### src/rtl/mux_sel_arbiter_4_pkg.sv
// rtl/mux_sel_arbiter_4_pkg.sv - shared constants, types and round-robin search for the 4:1 arbiter
package arb_pkg;

  localparam int N_SRC = 4;
  localparam int SRC_W = 2;

  typedef logic [SRC_W-1:0] src_idx_t;

  // Output slot occupancy; FULL means out_data is being offered downstream
  typedef enum logic {
    EMPTY = 1'b0,
    FULL  = 1'b1
  } slot_state_t;

  typedef struct packed {
    src_idx_t w;
    logic     found;
  } rr_pick_t;

  // Scan ptr+1, ptr+2, ptr+3, ptr and return the first requester.
  // With no requester the returned index is ptr, so an idle select never moves.
  function automatic rr_pick_t rr_next(input logic [N_SRC-1:0] req, input src_idx_t ptr);
    rr_pick_t r;
    src_idx_t idx;
    r.w     = ptr;
    r.found = 1'b0;
    for (int k = 1; k <= N_SRC; k++) begin
      idx = ptr + src_idx_t'(k);
      if (!r.found && req[idx]) begin
        r.w     = idx;
        r.found = 1'b1;
      end
    end
    return r;
  endfunction

endpackage

### src/rtl/rr_pick_4.sv
// rtl/rr_pick_4.sv - combinational round-robin winner search over four requests
module rr_pick_4
  import arb_pkg::*;
(
  input  logic [N_SRC-1:0] req,
  input  src_idx_t         ptr,
  output src_idx_t         w,
  output logic             grant_valid
);

  rr_pick_t pick;

  // Winner search starts one past the last granted source
  always_comb begin
    pick        = rr_next(req, ptr);
    w           = pick.w;
    grant_valid = pick.found;
  end

endmodule

### src/rtl/mux_sel_arbiter_4.sv
// rtl/mux_sel_arbiter_4.sv - round-robin mux select with registered valid/ready output stage
module mux_sel_arbiter_4
  import arb_pkg::*;
#(
  parameter int WIDTH = 4
) (
  input  logic             clk,
  input  logic             rst,
  input  logic [3:0]       req,
  output logic [3:0]       ack,
  output logic [1:0]       sel,
  input  logic [WIDTH-1:0] mux_y,
  output logic             out_valid,
  input  logic             out_ready,
  output logic [WIDTH-1:0] out_data,
  output logic [1:0]       out_src
);

  slot_state_t state;
  src_idx_t    ptr;
  src_idx_t    w;
  logic        grant_valid;
  logic        load_en;

  rr_pick_4 u_pick (
    .req         (req),
    .ptr         (ptr),
    .w           (w),
    .grant_valid (grant_valid)
  );

  // Slot can take new data when empty or when its current word leaves this cycle
  assign load_en   = (state == EMPTY) || out_ready;
  // Idle search returns ptr, so sel holds steady without an extra mux
  assign sel       = w;
  assign out_valid = (state == FULL);

  // One-hot accept of the winner; suppressed during reset so nothing is consumed then
  always_comb begin
    ack = '0;
    if (grant_valid && load_en && !rst) begin
      ack[w] = 1'b1;
    end
  end

  // Output slot FSM, captured data/source tag and round-robin pointer
  always_ff @(posedge clk or posedge rst) begin
    if (rst) begin
      state    <= EMPTY;
      out_data <= '0;
      out_src  <= '0;
      ptr      <= src_idx_t'(N_SRC - 1);
    end else begin
      case (state)
        EMPTY: begin
          if (grant_valid) begin
            out_data <= mux_y;
            out_src  <= w;
            ptr      <= w;
            state    <= FULL;
          end
        end
        FULL: begin
          if (out_ready) begin
            if (grant_valid) begin
              out_data <= mux_y;
              out_src  <= w;
              ptr      <= w;
            end else begin
              state <= EMPTY;
            end
          end
        end
        default: state <= EMPTY;
      endcase
    end
  end

endmodule

### config.mk
export PLATFORM = sky130hd
export DESIGN_NAME = mux_sel_arbiter_4
export DESIGN_NICKNAME = d
export VERILOG_FILES = /design/src/rtl/mux_sel_arbiter_4_pkg.sv /design/src/rtl/rr_pick_4.sv /design/src/rtl/mux_sel_arbiter_4.sv
export SDC_FILE = /design/constraint.sdc
export NUM_CORES = 1
export LEC_CHECK = 0
export ABC_CLOCK_PERIOD_IN_PS = 1650
export BUFFER_PORTS_ARGS = -buffer_cell sky130_fd_sc_hd__buf_2
export CAP_MARGIN = 20
export CORE_AREA = 8 8 45 47
export CTS_CLUSTER_SIZE = 40
export DETAILED_ROUTE_END_ITERATION = 16
export DIE_AREA = 0 0 53 55
export GPL_ROUTABILITY_DRIVEN = 0
export GPL_TIMING_DRIVEN = 0
export HOLD_SLACK_MARGIN = 0.05
export PLACE_DENSITY = 0.69
export RECOVER_POWER = 100
export SLEW_MARGIN = 25
export SYNTH_ARGS = -nofsm -noshare
export SYNTH_HDL_FRONTEND = slang
export SYNTH_HIERARCHICAL = 1
export SYNTH_SLANG_ARGS = --single-unit
### constraint.sdc
create_clock -name clk -period 1.65 [get_ports clk]
set_clock_uncertainty 0.2 [all_clocks]
set_input_delay 0.33 -clock clk [delete_from_list [all_inputs] [get_ports clk]]
set_output_delay 0.33 -clock clk [all_outputs]
set_load 0.05 [all_outputs]
* Word-level counts from Yosys, hierarchy flattened
Cells that the tools add are included.
** Word-level totals
- Register bits :: 9
- Word-level logic and storage cells :: 53
- Input port bits :: 11
** Operators by class
- $lt $le $gt $ge :: 6
- Bitwise logic cells :: 1
- Equality and inequality tests :: 1
- Muxes and demuxes :: 27
- Add/subtract/negate cells :: 3
- Reduce and logical (&&, ||, !) cells :: 11
** Operators by type and width (number)
- 2-bit by 3-bit less-than comparator with 1-bit output, second input constant :: 5
- 3-bit 2-to-1 mux :: 4
- 4-bit 2-to-1 mux :: 3
- 1-bit binary-select mux with 2-bit select :: 4
- 2-bit 2-to-1 mux :: 4
- 2-bit one-hot mux with 2 select lines :: 2
- 4-bit one-hot mux with 2 select lines :: 1
- 1-bit 2-to-1 mux :: 7
- 1-bit logical AND :: 6
- 2-bit adder, second input constant :: 2
- 1-bit zero test :: 4
- 2-bit by 1-bit adder with 2-bit output, second input constant :: 1
- 1-bit demux with 2-bit select :: 1
- 2-bit by 1-bit >= comparator with 1-bit output, second input constant :: 1
- 2-bit inequality test, second input constant :: 1
- 1-bit one-hot mux with 2 select lines :: 1
- 1-bit logical OR :: 1
- 1-bit NOT :: 1

* Longest topological paths before layout
Gate-level depths: netlist of the first run.
- Depth in word-level cells :: 18
- Gate-level depth with buffers :: 5
- Gate-level depth less buffers :: 5

* Cells and area by module
The synthesis of the first run kept the hierarchy.
** By module, submodules not included
- mux_sel_arbiter_4 :: seq. area each 227.7 um^2, area an instance 416.6 um^2, times used 1, cells each 28
- rr_pick_4 :: seq. area each 0.0 um^2, area an instance 72.6 um^2, times used 1, cells each 14

* Worst setup path after synthesis of the first run
No wires, ideal clock.
- Path kind :: reg2out
- Start :: reg ptr[1]
- End :: out ack[2]
- Stages on the path, launching flop included :: 5
- Setup slack :: -1766 ps
- Arrival :: 2886 ps
- Cell sequence :: dfstp_2 a31oi_1 a21oi_1 inv_1 nor3_1
** Between the ends
- Longest elaborated chain between the ends :: 18
- Elaborated cells between the ends (all ways) :: 29
** Ends and longest elaborated chain
- from (decl) :: RTL line mux_sel_arbiter_4.sv:20 : src_idx_t ptr;
- from (signal assigned) :: RTL line mux_sel_arbiter_4.sv:52 : ptr <= src_idx_t'(N_SRC - 1);
- from (signal assigned) :: RTL line mux_sel_arbiter_4.sv:59 : ptr <= w;
- from (signal assigned) :: RTL line mux_sel_arbiter_4.sv:68 : ptr <= w;
- 2-bit by 1-bit adder with 2-bit output :: RTL line mux_sel_arbiter_4_pkg.sv:28 : idx = ptr + src_idx_t'(k);
- 1-bit binary-select mux with 2-bit select :: RTL line mux_sel_arbiter_4_pkg.sv:29 : if (!r.found && req[idx]) begin
- 1-bit 2-to-1 mux (implied by the code) :: RTL line mux_sel_arbiter_4_pkg.sv:29
- 3-bit 2-to-1 mux :: RTL line mux_sel_arbiter_4_pkg.sv:29
- 1-bit zero test :: RTL line mux_sel_arbiter_4_pkg.sv:29
- 1-bit logical AND :: RTL line mux_sel_arbiter_4_pkg.sv:29
- 3-bit 2-to-1 mux :: RTL line mux_sel_arbiter_4_pkg.sv:29
- 1-bit zero test :: RTL line mux_sel_arbiter_4_pkg.sv:29
- (+3 left out)
- 1-bit logical AND :: RTL line mux_sel_arbiter_4_pkg.sv:29
- 3-bit 2-to-1 mux (*) :: RTL line mux_sel_arbiter_4_pkg.sv:29
- named net sel[1] :: RTL line mux_sel_arbiter_4.sv:11 : output logic [1:0] sel,
- 2-bit by 3-bit less-than comparator with 1-bit output (implied by the code) or 2-bit by 1-bit >= comparator with 1-bit output (tied branches) :: RTL line mux_sel_arbiter_4.sv:42 : ack[w] = 1'b1;
- 1-bit logical AND (implied by the code) :: RTL line mux_sel_arbiter_4.sv:42
- 1-bit 2-to-1 mux (implied by the code) :: RTL line mux_sel_arbiter_4.sv:42
- 1-bit demux with 2-bit select (*) :: RTL line mux_sel_arbiter_4.sv:42
- 4-bit 2-to-1 mux (*) :: RTL line mux_sel_arbiter_4.sv:41 : if (grant_valid && load_en && !rst) begin
- to (decl) :: RTL line mux_sel_arbiter_4.sv:10 : output logic [3:0] ack,
The timed path passes the listed nets; every way through them passes the cells marked *. The select of a mux whose other input is x is not followed.

* Final worst setup path of the first run
- Start :: reg ptr[1]
- End :: out ack[2]
** Between the ends
- Longest elaborated chain between the ends :: 18
- Elaborated cells between the ends (all ways) :: 29
** Ends and longest elaborated chain (RTL line)
- 2-bit by 1-bit adder with 2-bit output :: mux_sel_arbiter_4_pkg.sv:28
- 1-bit binary-select mux with 2-bit select :: mux_sel_arbiter_4_pkg.sv:29
- 1-bit 2-to-1 mux (implied by the code) :: mux_sel_arbiter_4_pkg.sv:29
- 3-bit 2-to-1 mux :: mux_sel_arbiter_4_pkg.sv:29
- 1-bit zero test :: mux_sel_arbiter_4_pkg.sv:29
- 1-bit logical AND :: mux_sel_arbiter_4_pkg.sv:29
- 3-bit 2-to-1 mux :: mux_sel_arbiter_4_pkg.sv:29
- 1-bit zero test :: mux_sel_arbiter_4_pkg.sv:29
- (+2 left out)
- 1-bit zero test :: mux_sel_arbiter_4_pkg.sv:29
- 1-bit logical AND :: mux_sel_arbiter_4_pkg.sv:29
- 3-bit 2-to-1 mux (*) :: mux_sel_arbiter_4_pkg.sv:29
- 2-bit by 3-bit less-than comparator with 1-bit output (implied by the code) or 2-bit by 1-bit >= comparator with 1-bit output (tied branches) :: mux_sel_arbiter_4.sv:42
- 1-bit logical AND (implied by the code) :: mux_sel_arbiter_4.sv:42
- 1-bit 2-to-1 mux (implied by the code) :: mux_sel_arbiter_4.sv:42
- 1-bit demux with 2-bit select :: mux_sel_arbiter_4.sv:42
- 4-bit 2-to-1 mux (*) :: mux_sel_arbiter_4.sv:41
Every way passes the cells marked *; elsewhere a longest branch is shown, timed or not. The select of a mux whose other input is x is not followed.

==> results.ini, run 1 <==
[grt]
grt_max_degree = 9
antenna_found_initial = 0
grt_pass1_vias = 469
grtUsageTotal_pct = 9.76
grt_pass1_wl_mm = 2.06
grt_overflow_total = 0

[logic_synthesis]
synth.distinct_cells = 16
syn-num-nets = 53
netlist_area_um2 = 489
yosysSeqAreaShare_pct = 46.5
yosys.area.top_type = dfrtp_1
synth_edf_count = 0
yosysWarnings = 6
synthArstFlopShare_pct = 100
syn_inst = 42
synth_top_area_share_pct = 35.8
synth_area_leaders = dfrtp_1, mux2_4, dfstp_2
synth_area_per_cell_um2 = 11.6
synthFlopType = dfrtp_1
synth-seq-cells = 9

[timing]
fmax_mhz = 442
max_slew.worst_pin.slew_ns = 0.321
drv_slew = 0
fin_crit_sh_pct = 137
fin_setup_tns_ns = -3.70
slew_headroom_pct = 78.4
finalSetupViolations = 9
rsz0062_at_grt = true
finalHoldViolCount = 0
period_needed_ns = 2.26
holdWs_ns = 0.0867
fin_ws_ns = -0.614

[cts]
numCtsBuffers = 3
clkSinkCount = 9
cts_tree = built
clk_latency_ns = 0.25
htreeDepth = 1
clk_pin_slew_ns = 0.06
cts_buffer_depth = 2
cts_root_buf = clkbuf_4

[layout]
fin_nets = 90
n_antenna_cell = 0
fill_cells = 123
drive_above_1_share_pct = 69.2
area_delta_synth_final_pct = 75.2

[flow_run]
drv_cap = 0

[drt]
highest_layer = met3
wl_mm = 1.21
wl_met3_um = 115
dr_wl_met2_um = 652
dr.pass1.iters = 3
viasPerCell = 4.71
routedWlPerCell_um = 12.8
final_antenna_net_count = 0
drt_iter0_markers = 2
m1WireLength_um = 438
dr_total_vias = 443
drcViolationCount = 0

[power_and_ir_drop]
switching_share_pct = 46.6
p_int_uw = 815
power_per_cell_area_mw_per_mm2 = 1780
pwr-share-seq_pct = 24.5
p_leak_nw = 0.413
p_comb_share_pct = 64.7
power_frac_clock_pct = 10.7
switchingPower_uw = 710
vdd_drop_max_v = 0.000991

[floorplanning]
pin_count = 24
core_area_mm2 = 0.00138
chipWidth_um = 53
die_h_um = 55
dieArea_mm2 = 0.00292
start_util_pct = 35.4
fp-row-count = 14

[placed_design]
hpwl_um = 880
post-place-ws_ns = -0.491
portBuffers = 23

[run_status]
violations = negative setup slack
status = complete, but fails checks

[worst_setup_path]
crit_buf_inv = 3
end_kind = primary output
crit_fanout = 7
crit_slowest_cell = dfstp_2
required_ns = 1.12
arrival_ns = 1.73
critical_path_class = reg2out
path_delay_family = flip-flops
rrSetupSlack_ns = -0.16
cp-start-kind = flip-flop
max_stage_delay_ns = 0.60
cp_cell_sequence = buf_4 > a31oi_4 > a21oi_4 > inv_2 > nor3_4 > buf_6

[worst_hold_path]
min_path_type = in2reg

## worst paths after layout
kind / from / to / cells past startpoint
min: mux_y[3] / out_data[3] / 2
max: ptr[1] / ack[2] / 6
min in group asynchronous: rst / out_data[2] / 3
max reg2reg: ptr[1] / out_src[1] / 6
max in group asynchronous: rst / out_data[3] / 3
min reg2reg: out_data[0] / out_data[0] / 1
## Yosys cell counts (all sizes together) (2+ instances only)
master / instances
nand2b: 2
a21oi: 2
dfrtp: 7
dfstp: 2
nand2: 5
nor3: 5
nor2: 2
mux2: 8
inv: 4
## power by group through the flow
stage               clock [mW]  sequential [mW]  combinational (mW)
CTS                      0.172            0.377               0.912
global route             0.190            0.383                1.04
global placement             0            0.370               0.753
detailed placement           0            0.372               0.757
finish                   0.164            0.374               0.987
floorplan                    0            0.494               0.497
## final cells by class
cell class	instances	area [µm²]	area share (%)
Multi-Input combinational cell	29	338	39.4
Sequential cell	9	228	26.6
Timing Repair Buffer	32	228	26.6
Clock buffer	4	26.3	3.07
Tap cell	16	20.0	2.34
Inverter	4	17.5	2.04
## flip-flops by register name, summed over array words and instances, names as in the netlist
signal     flops
out_src        2
ptr            2
out_data       4
out_valid      1
## cell usage in the layout, fill, tap and decap left out
cell	synthesis	final
buf_2	0	9
dfrtp_1	7	7
clkbuf_2	0	7
buf_4	0	7
mux2_4	8	5
buf_6	0	5
nor3_4	0	4
mux2_1	0	3
clkbuf_4	0	3
nand2_1	4	3
nand2b_4	1	2
nand2_4	1	2
inv_1	4	2
clkbuf_1	0	2
dlygate4sd3_1	0	2
dfstp_2	2	2
nor2_1	2	2
inv_2	0	1
nand3_2	0	1
inv_4	0	1
or2b_1	1	1
buf_8	0	1
mux2i_1	1	1
a32oi_2	0	1
a21oi_2	0	1
a31oi_4	0	1
nor3_1	5	1
a21oi_4	0	1
## layer usage
metal	up-vias	track usage, %
met4	0	1.29
met2	11	16.8
met5	-	0
met3	0	6.95
li1	221	-
met1	211	9.67
## kinds of logic after synthesis
logic type	after synthesis	share of synthesized area, %
AOI/OAI and AO/OA	4	5.12
muxes	9	26.6
DFF	9	46.5
buffers and inverters	4	3.07
and+or+nand+nor	16	18.7
## timing repair
item,in CTS,in global routing
gates resized for setup,14,3
endpoints found under the hold margin,7,0
hold buffers,2,0
pin swaps,2,3
buffers inserted,4,3
setup endpoints to repair,8,10
## stage by stage
stage / total power [mW] / utilization, % / std cells / instance area (µm²)
6_report: 1.53 / 61.9 / 94 / 857
5_1_grt: 1.61 / 61.9 / 94 / 857
4_1_cts: 1.46 / 60.4 / 91 / 836
3_5_place_dp: 1.13 / 51.2 / 81 / 708
3_3_place_gp: 1.12 / 51.2 / 81 / 708
2_1_floorplan: 0.991 / - / 42 / 573
Power figures use the tool's default switching activity.
==> run 2: changes to the inputs <==
Settings changed: SETUP_SLACK_MARGIN set to 0.02.
==> run 2 against run 1 <==
The run still ends with negative setup slack left. Global-route usage increased by 0.34 points. Register-to-register slack barely moved. Combinational power hardly changed. First-iteration DRC count down 100%. Sequential share of layout area decreased by 0.34 points. Wire length rose by 2.4%. Core utilization rose by 0.81 points. Die area did not move. Highest routed layer unchanged. Maximum frequency shrank 1.3%. Critical endpoint is now ack[3]. Clock power is essentially flat.
==> results.ini, run 2 (synthesis gave the netlist of run 1 again) <==
[grt]
grt_max_degree = 9  ; unchanged
grt_pass1_wl_mm = 2.14  ; was 2.06 mm
antenna_found_initial = 0  ; unchanged
grt_pass1_vias = 467  ; was 469
grt_overflow_total = 0  ; unchanged
grtUsageTotal_pct = 10.1  ; was 9.76%

[drt]
final_antenna_net_count = 0  ; unchanged
drt_iter0_markers = 0  ; was 2
drcViolationCount = 0  ; unchanged
wl_mm = 1.24  ; was 1.21 mm
dr_total_vias = 444  ; was 443
viasPerCell = 4.72  ; was 4.71
dr.pass1.iters = 1  ; was 3
routedWlPerCell_um = 13.1  ; was 12.8 µm

[power_and_ir_drop]
vdd_drop_max_v = 0.000993  ; was 0.000991 V
p_leak_nw = 0.417  ; was 0.413 nW
power_per_cell_area_mw_per_mm2 = 1800  ; was 1780 mW/mm²

[cts]
clkSinkCount = 9  ; unchanged
clk_latency_ns = 0.25  ; about the same
cts_tree = built  ; unchanged
htreeDepth = 1  ; unchanged
numCtsBuffers = 3  ; unchanged
cts_root_buf = clkbuf_4  ; unchanged
clk_pin_slew_ns = 0.06  ; about the same
cts_buffer_depth = 2  ; unchanged

[timing]
slew_headroom_pct = 78.5  ; was 78.4%
fin_crit_sh_pct = 139  ; was 137%
finalSetupViolations = 10  ; was 9
finalHoldViolCount = 0  ; unchanged
max_slew.worst_pin.slew_ns = 0.321  ; about the same
fin_ws_ns = -0.643  ; was -0.614 ns
fmax_mhz = 436  ; was 442 MHz
drv_slew = 0  ; unchanged
rsz0062_at_grt = true  ; unchanged
holdWs_ns = 0.0864  ; was 0.0867 ns
period_needed_ns = 2.29  ; was 2.26 ns

[worst_setup_path]
arrival_ns = 1.76  ; was 1.73 ns
end_kind = primary output  ; unchanged
cp-start-kind = flip-flop  ; unchanged
crit_fanout = 7  ; unchanged
required_ns = 1.12  ; about the same
critical_path_class = reg2out  ; unchanged

[placed_design]
post-place-ws_ns = -0.491  ; unchanged
hpwl_um = 880  ; unchanged
placed_cells = 81  ; unchanged
portBuffers = 23  ; unchanged

[floorplanning]
pin_count = 24  ; unchanged
core_area_mm2 = 0.00138  ; unchanged
die_h_um = 55  ; unchanged
chipWidth_um = 53  ; unchanged
start_util_pct = 35.4  ; unchanged
fp-row-count = 14  ; unchanged
dieArea_mm2 = 0.00292  ; unchanged

[flow_run]
drv_cap = 0  ; unchanged

[worst_hold_path]
min_path_type = in2reg  ; unchanged

[layout]
drive_above_1_share_pct = 69.2  ; unchanged
fin_cells = 94  ; unchanged
n_antenna_cell = 0  ; unchanged
layout_commonest_cell = buf_2  ; unchanged
final_util_pct = 62.7  ; was 61.9%
largest-register = out_data  ; unchanged
reg_top3 = out_data x4, out_src x2, ptr x2  ; unchanged
largest_register_ffs = 4  ; unchanged
final_cell_mix = buf_2, buf_6, dfrtp_1, clkbuf_2, mux2_4  ; was buf_2, dfrtp_1, clkbuf_2, buf_4
area_delta_synth_final_pct = 77.5  ; was 75.2%
fin_nets = 90  ; unchanged
fill_cells = 123  ; unchanged

[run_status]
status = complete, but fails checks  ; unchanged
violations = negative setup slack  ; unchanged

run 2: metrics by stage:
| stage | power, mW | setup TNS [ns] | area (µm²) |
|---|---|---|---|
| 2_1_floorplan | 0.991 | -2.53 | 573 |
| 3_3_place_gp | 1.12 | -2.28 | 708 |
| 3_5_place_dp | 1.13 | -2.33 | 708 |
| 4_1_cts | 1.54 | -3.86 | 866 |
| 5_1_grt | 1.65 | -4.96 | 868 |
| 6_report | 1.57 | -4.09 | 868 |
run 2: path summary, 6_finish.rpt:
| check | start | endpoint | slack [ns] | depth (start not counted) |
|---|---|---|---|---|
| max | ptr[1] | ack[3] | -0.64 | 6 |
| min | mux_y[3] | out_data[3] | 0.09 | 2 |
| max reg2reg | ptr[1] | out_src[0] | -0.17 | 5 |
| min reg2reg | out_data[0] | out_data[0] | 0.31 | 1 |
| max in group asynchronous | rst | out_src[0] | 0.60 | 3 |
| min in group asynchronous | rst | out_data[2] | 0.41 | 3 |
run 2: repair_timing:
item | in CTS | in global routing
endpoints found under the setup margin | 9 | 10
hold endpoints to repair | 7 | 0
resized for setup | 20 | 0
setup buffers | 5 | 2
pin swaps | 2 | 2
hold buffers | 2 | 0
run 2: routing by layer:
layer | share of wire [%] | vias up | global-route usage, %
met5 | 0 | - | 0
met4 | 0 | 0 | 1.29
met3 | 9.4 | 0 | 6.68
met2 | 54 | 11 | 17.4
met1 | 36 | 212 | 10.3
li1 | - | 221 | -
run 2: worst max-delay path, cell delays in order (launching register included):
cell	delay, ns
dfstp_2	0.62
mux2i_1	0.24
a32oi_2	0.09
nand2_4	0.15
inv_4	0.06
nor3_4	0.17
buf_6	0.18
run 2: power breakdown:
part	switching (mW)	internal, mW	leakage (nW)
Sequential	0.0758	0.304	0.0997
Clock	0.0716	0.0928	0.0150
Combinational	0.575	0.447	0.302
run 2: area by class of cell:
type | instances | area (µm²) | area share (%)
well taps | 16 | 20.0 | 2.31
repair buffers | 32 | 239 | 27.5
flip-flops and latches | 9 | 228 | 26.2
multi-input cells | 29 | 338 | 38.9
clock buffers | 4 | 26.3 | 3.03
inverters | 4 | 17.5 | 2.02
==> run 3: changes to the inputs <==
Settings changed: REMOVE_ABC_BUFFERS set to 1, SYNTH_HIERARCHICAL 1 to not set.
==> run 3 against run 2 <==
Critical endpoint unchanged. First-iteration DRC count rose by 4. Combinational power is 51% lower. The run still ends with negative setup slack left. Largest cell class unchanged. Cell count increased by 1.1%.
==> results.ini, run 3 <==
[run_status]
status = complete, but fails checks  ; unchanged
violations = negative setup slack  ; unchanged

[cts]
clk_latency_ns = 0.25  ; about the same
cts_buffer_depth = 2  ; unchanged
numCtsBuffers = 3  ; unchanged
htreeDepth = 1  ; unchanged
clkSinkCount = 9  ; unchanged
cts_tree = built  ; unchanged
clk_pin_slew_ns = 0.06  ; about the same
cts_root_buf = clkbuf_4  ; unchanged

[logic_synthesis]
synth_top_area_share_pct = 36.0  ; was 35.8%
synthFlopType = dfrtp_1  ; unchanged
synthArstFlopShare_pct = 100  ; unchanged
synth_edf_count = 0  ; unchanged
synth_area_leaders = dfrtp_1, dfstp_2, mux2_2  ; was dfrtp_1, mux2_4, dfstp_2
synth-seq-cells = 9  ; unchanged
netlist_area_um2 = 487  ; was 489 µm²
syn_inst = 47  ; was 42
synth_common_cells = dfrtp_1, nor2_1, inv_1  ; was mux2_4, dfrtp_1, nor3_1
synth_area_per_cell_um2 = 10.4  ; was 11.6 µm²
synth.distinct_cells = 23  ; was 16
yosys.area.top_type = dfrtp_1  ; unchanged
yosysWarnings = 0  ; was 6
yosysSeqAreaShare_pct = 46.8  ; was 46.5%

[timing]
finalSetupViolations = 8  ; was 10
fin_setup_tns_ns = -3.85  ; was -4.09 ns
max_slew.worst_pin.slew_ns = 0.574  ; was 0.321 ns
rsz0062_at_grt = true  ; unchanged
period_needed_ns = 2.34  ; was 2.29 ns
fmax_mhz = 427  ; was 436 MHz
fin_crit_sh_pct = 142  ; was 139%
slew_headroom_pct = 61.4  ; was 78.5%
drv_slew = 0  ; unchanged
fin_ws_ns = -0.692  ; was -0.643 ns
finalHoldViolCount = 0  ; unchanged

[grt]
grt_max_degree = 14  ; was 9
grtUsageTotal_pct = 9.80  ; was 10.1%
grt_overflow_total = 0  ; unchanged
grt_pass1_wl_mm = 2.12  ; was 2.14 mm
grt_pass1_vias = 506  ; was 467
antenna_found_initial = 0  ; unchanged

[worst_setup_path]
cp-start-kind = flip-flop  ; unchanged
required_ns = 1.12  ; about the same
critical_path_class = reg2out  ; unchanged
end_kind = primary output  ; unchanged
arrival_ns = 1.81  ; was 1.76 ns
r2r-start = ptr[1]  ; unchanged
crit_fanout = 8  ; was 7
cp-startpoint = ptr[1]  ; unchanged

[layout]
final_cell_mix = buf_2, dfrtp_1, buf_6, clkbuf_2, inv_1  ; was buf_2, buf_6, dfrtp_1, clkbuf_2, mux2_4
largest_register_ffs = 4  ; unchanged
n_antenna_cell = 0  ; unchanged
reg_top3 = out_data x4, out_src x2, ptr x2  ; unchanged
area_delta_synth_final_pct = 54.5  ; was 77.5%
largest-register = out_data  ; unchanged
drive_above_1_share_pct = 59.5  ; was 69.2%
fin_nets = 91  ; was 90
layout_commonest_cell = buf_2  ; unchanged

[drt]
dr_wl_met2_um = 704  ; was 670 µm
wl_met3_um = 120  ; was 116 µm
viasPerCell = 4.82  ; was 4.72
dr.pass1.iters = 4  ; was 1
final_antenna_net_count = 0  ; unchanged
m1WireLength_um = 544  ; was 447 µm
routedWlPerCell_um = 14.5  ; was 13.1 µm
drcViolationCount = 0  ; unchanged
wl_mm = 1.37  ; was 1.24 mm
drt_iter0_markers = 4  ; was 0
dr_total_vias = 458  ; was 444
highest_layer = met4  ; was met3

[placed_design]
portBuffers = 23  ; unchanged
hpwl_um = 893  ; was 880 µm

[power_and_ir_drop]
vdd_drop_max_v = 0.000669  ; was 0.000993 V
power_per_cell_area_mw_per_mm2 = 1300  ; was 1800 mW/mm²
p_leak_nw = 0.368  ; was 0.417 nW
power_uw = 975  ; was 1.57 mW

[floorplanning]
core_area_mm2 = 0.00138  ; unchanged
fp-row-count = 14  ; unchanged
pin_count = 24  ; unchanged
chipWidth_um = 53  ; unchanged
dieArea_mm2 = 0.00292  ; unchanged
start_util_pct = 35.2  ; was 35.4%
die_h_um = 55  ; unchanged

[worst_hold_path]
min_path_type = in2reg  ; unchanged
worstHoldStart = out_ready  ; was mux_y[3]

[flow_run]
drv_cap = 0  ; unchanged

## run 3: logic make-up (layout without fill, tap and decap cells)
family | after synthesis | in the layout | share of synthesized area, %
simple gates | 18 | 18 | 22.4
flops | 9 | 9 | 46.8
buf+inv | 6 | 38 | 6.17
compound gates | 9 | 9 | 12.6
mux | 5 | 5 | 12.1
## run 3: final timing paths
kind	slack, ns	cells past startpoint	end
min in group asynchronous	0.44	3	out_data[2]
setup reg to reg	-0.17	7	out_src[0]
setup / recovery	-0.69	7	ack[3]
hold / removal	0.08	2	out_valid
hold reg to reg	0.30	1	out_src[1]
max in group asynchronous	0.57	3	out_src[1]
## run 3: what timing repair did
item | 4_1_cts | 5_1_grt
resized for setup | 15 | 6
hold endpoints to repair | 7 | 0
buffers inserted | 3 | 2
hold buffers | 2 | 0
pin swaps | 3 | 3
endpoints found under the setup margin | 9 | 8
## run 3: layout make-up
cell class / count / area, µm²
fill: 124 / 632
clock buffer: 4 / 26.3
multi-input combinational: 32 / 255
inverter: 5 / 18.8
sequential: 9 / 228
timing repair buffer: 29 / 204
tap: 16 / 20.0
## run 3: worst max-delay path, stage by stage (launching register included)
cell	delay, ns
dfstp_2	0.61
mux2i_1	0.20
nor2_1	0.07
nor3_2	0.21
buf_4	0.16
buf_6	0.10
nor2_2	0.04
buf_6	0.15
## run 3: through the flow
stage / hold slack (ns) / setup WS (ns) / std cells / utilization (%) / cell area, µm²
final: 0.0796 / -0.692 / 95 / 54.3 / 752
after CTS: 0.0718 / -0.625 / 94 / 53.3 / 737
after global routing: 0.0712 / -0.748 / 95 / 54.3 / 752
after global placement: 0.118 / -0.482 / 85 / 44.1 / 611
after floorplan: -0.0276 / -0.949 / 46 / - / 475
after detailed placement: 0.124 / -0.511 / 85 / 44.1 / 611
## run 3: routing by layer
metal | track usage (%) | vias up
met1 | 10.5 | 212
met2 | 16.8 | 22
met5 | 0 | -
met3 | 3.21 | 2
met4 | 5.17 | 0
li1 | - | 222
## run 3: power by group
group / total (mW) / internal (mW) / switching, mW
sequential: 0.306 / 0.270 / 0.0367
clock: 0.165 / 0.0929 / 0.0724
combinational: 0.503 / 0.186 / 0.318
total: 0.975 / 0.548 / 0.427
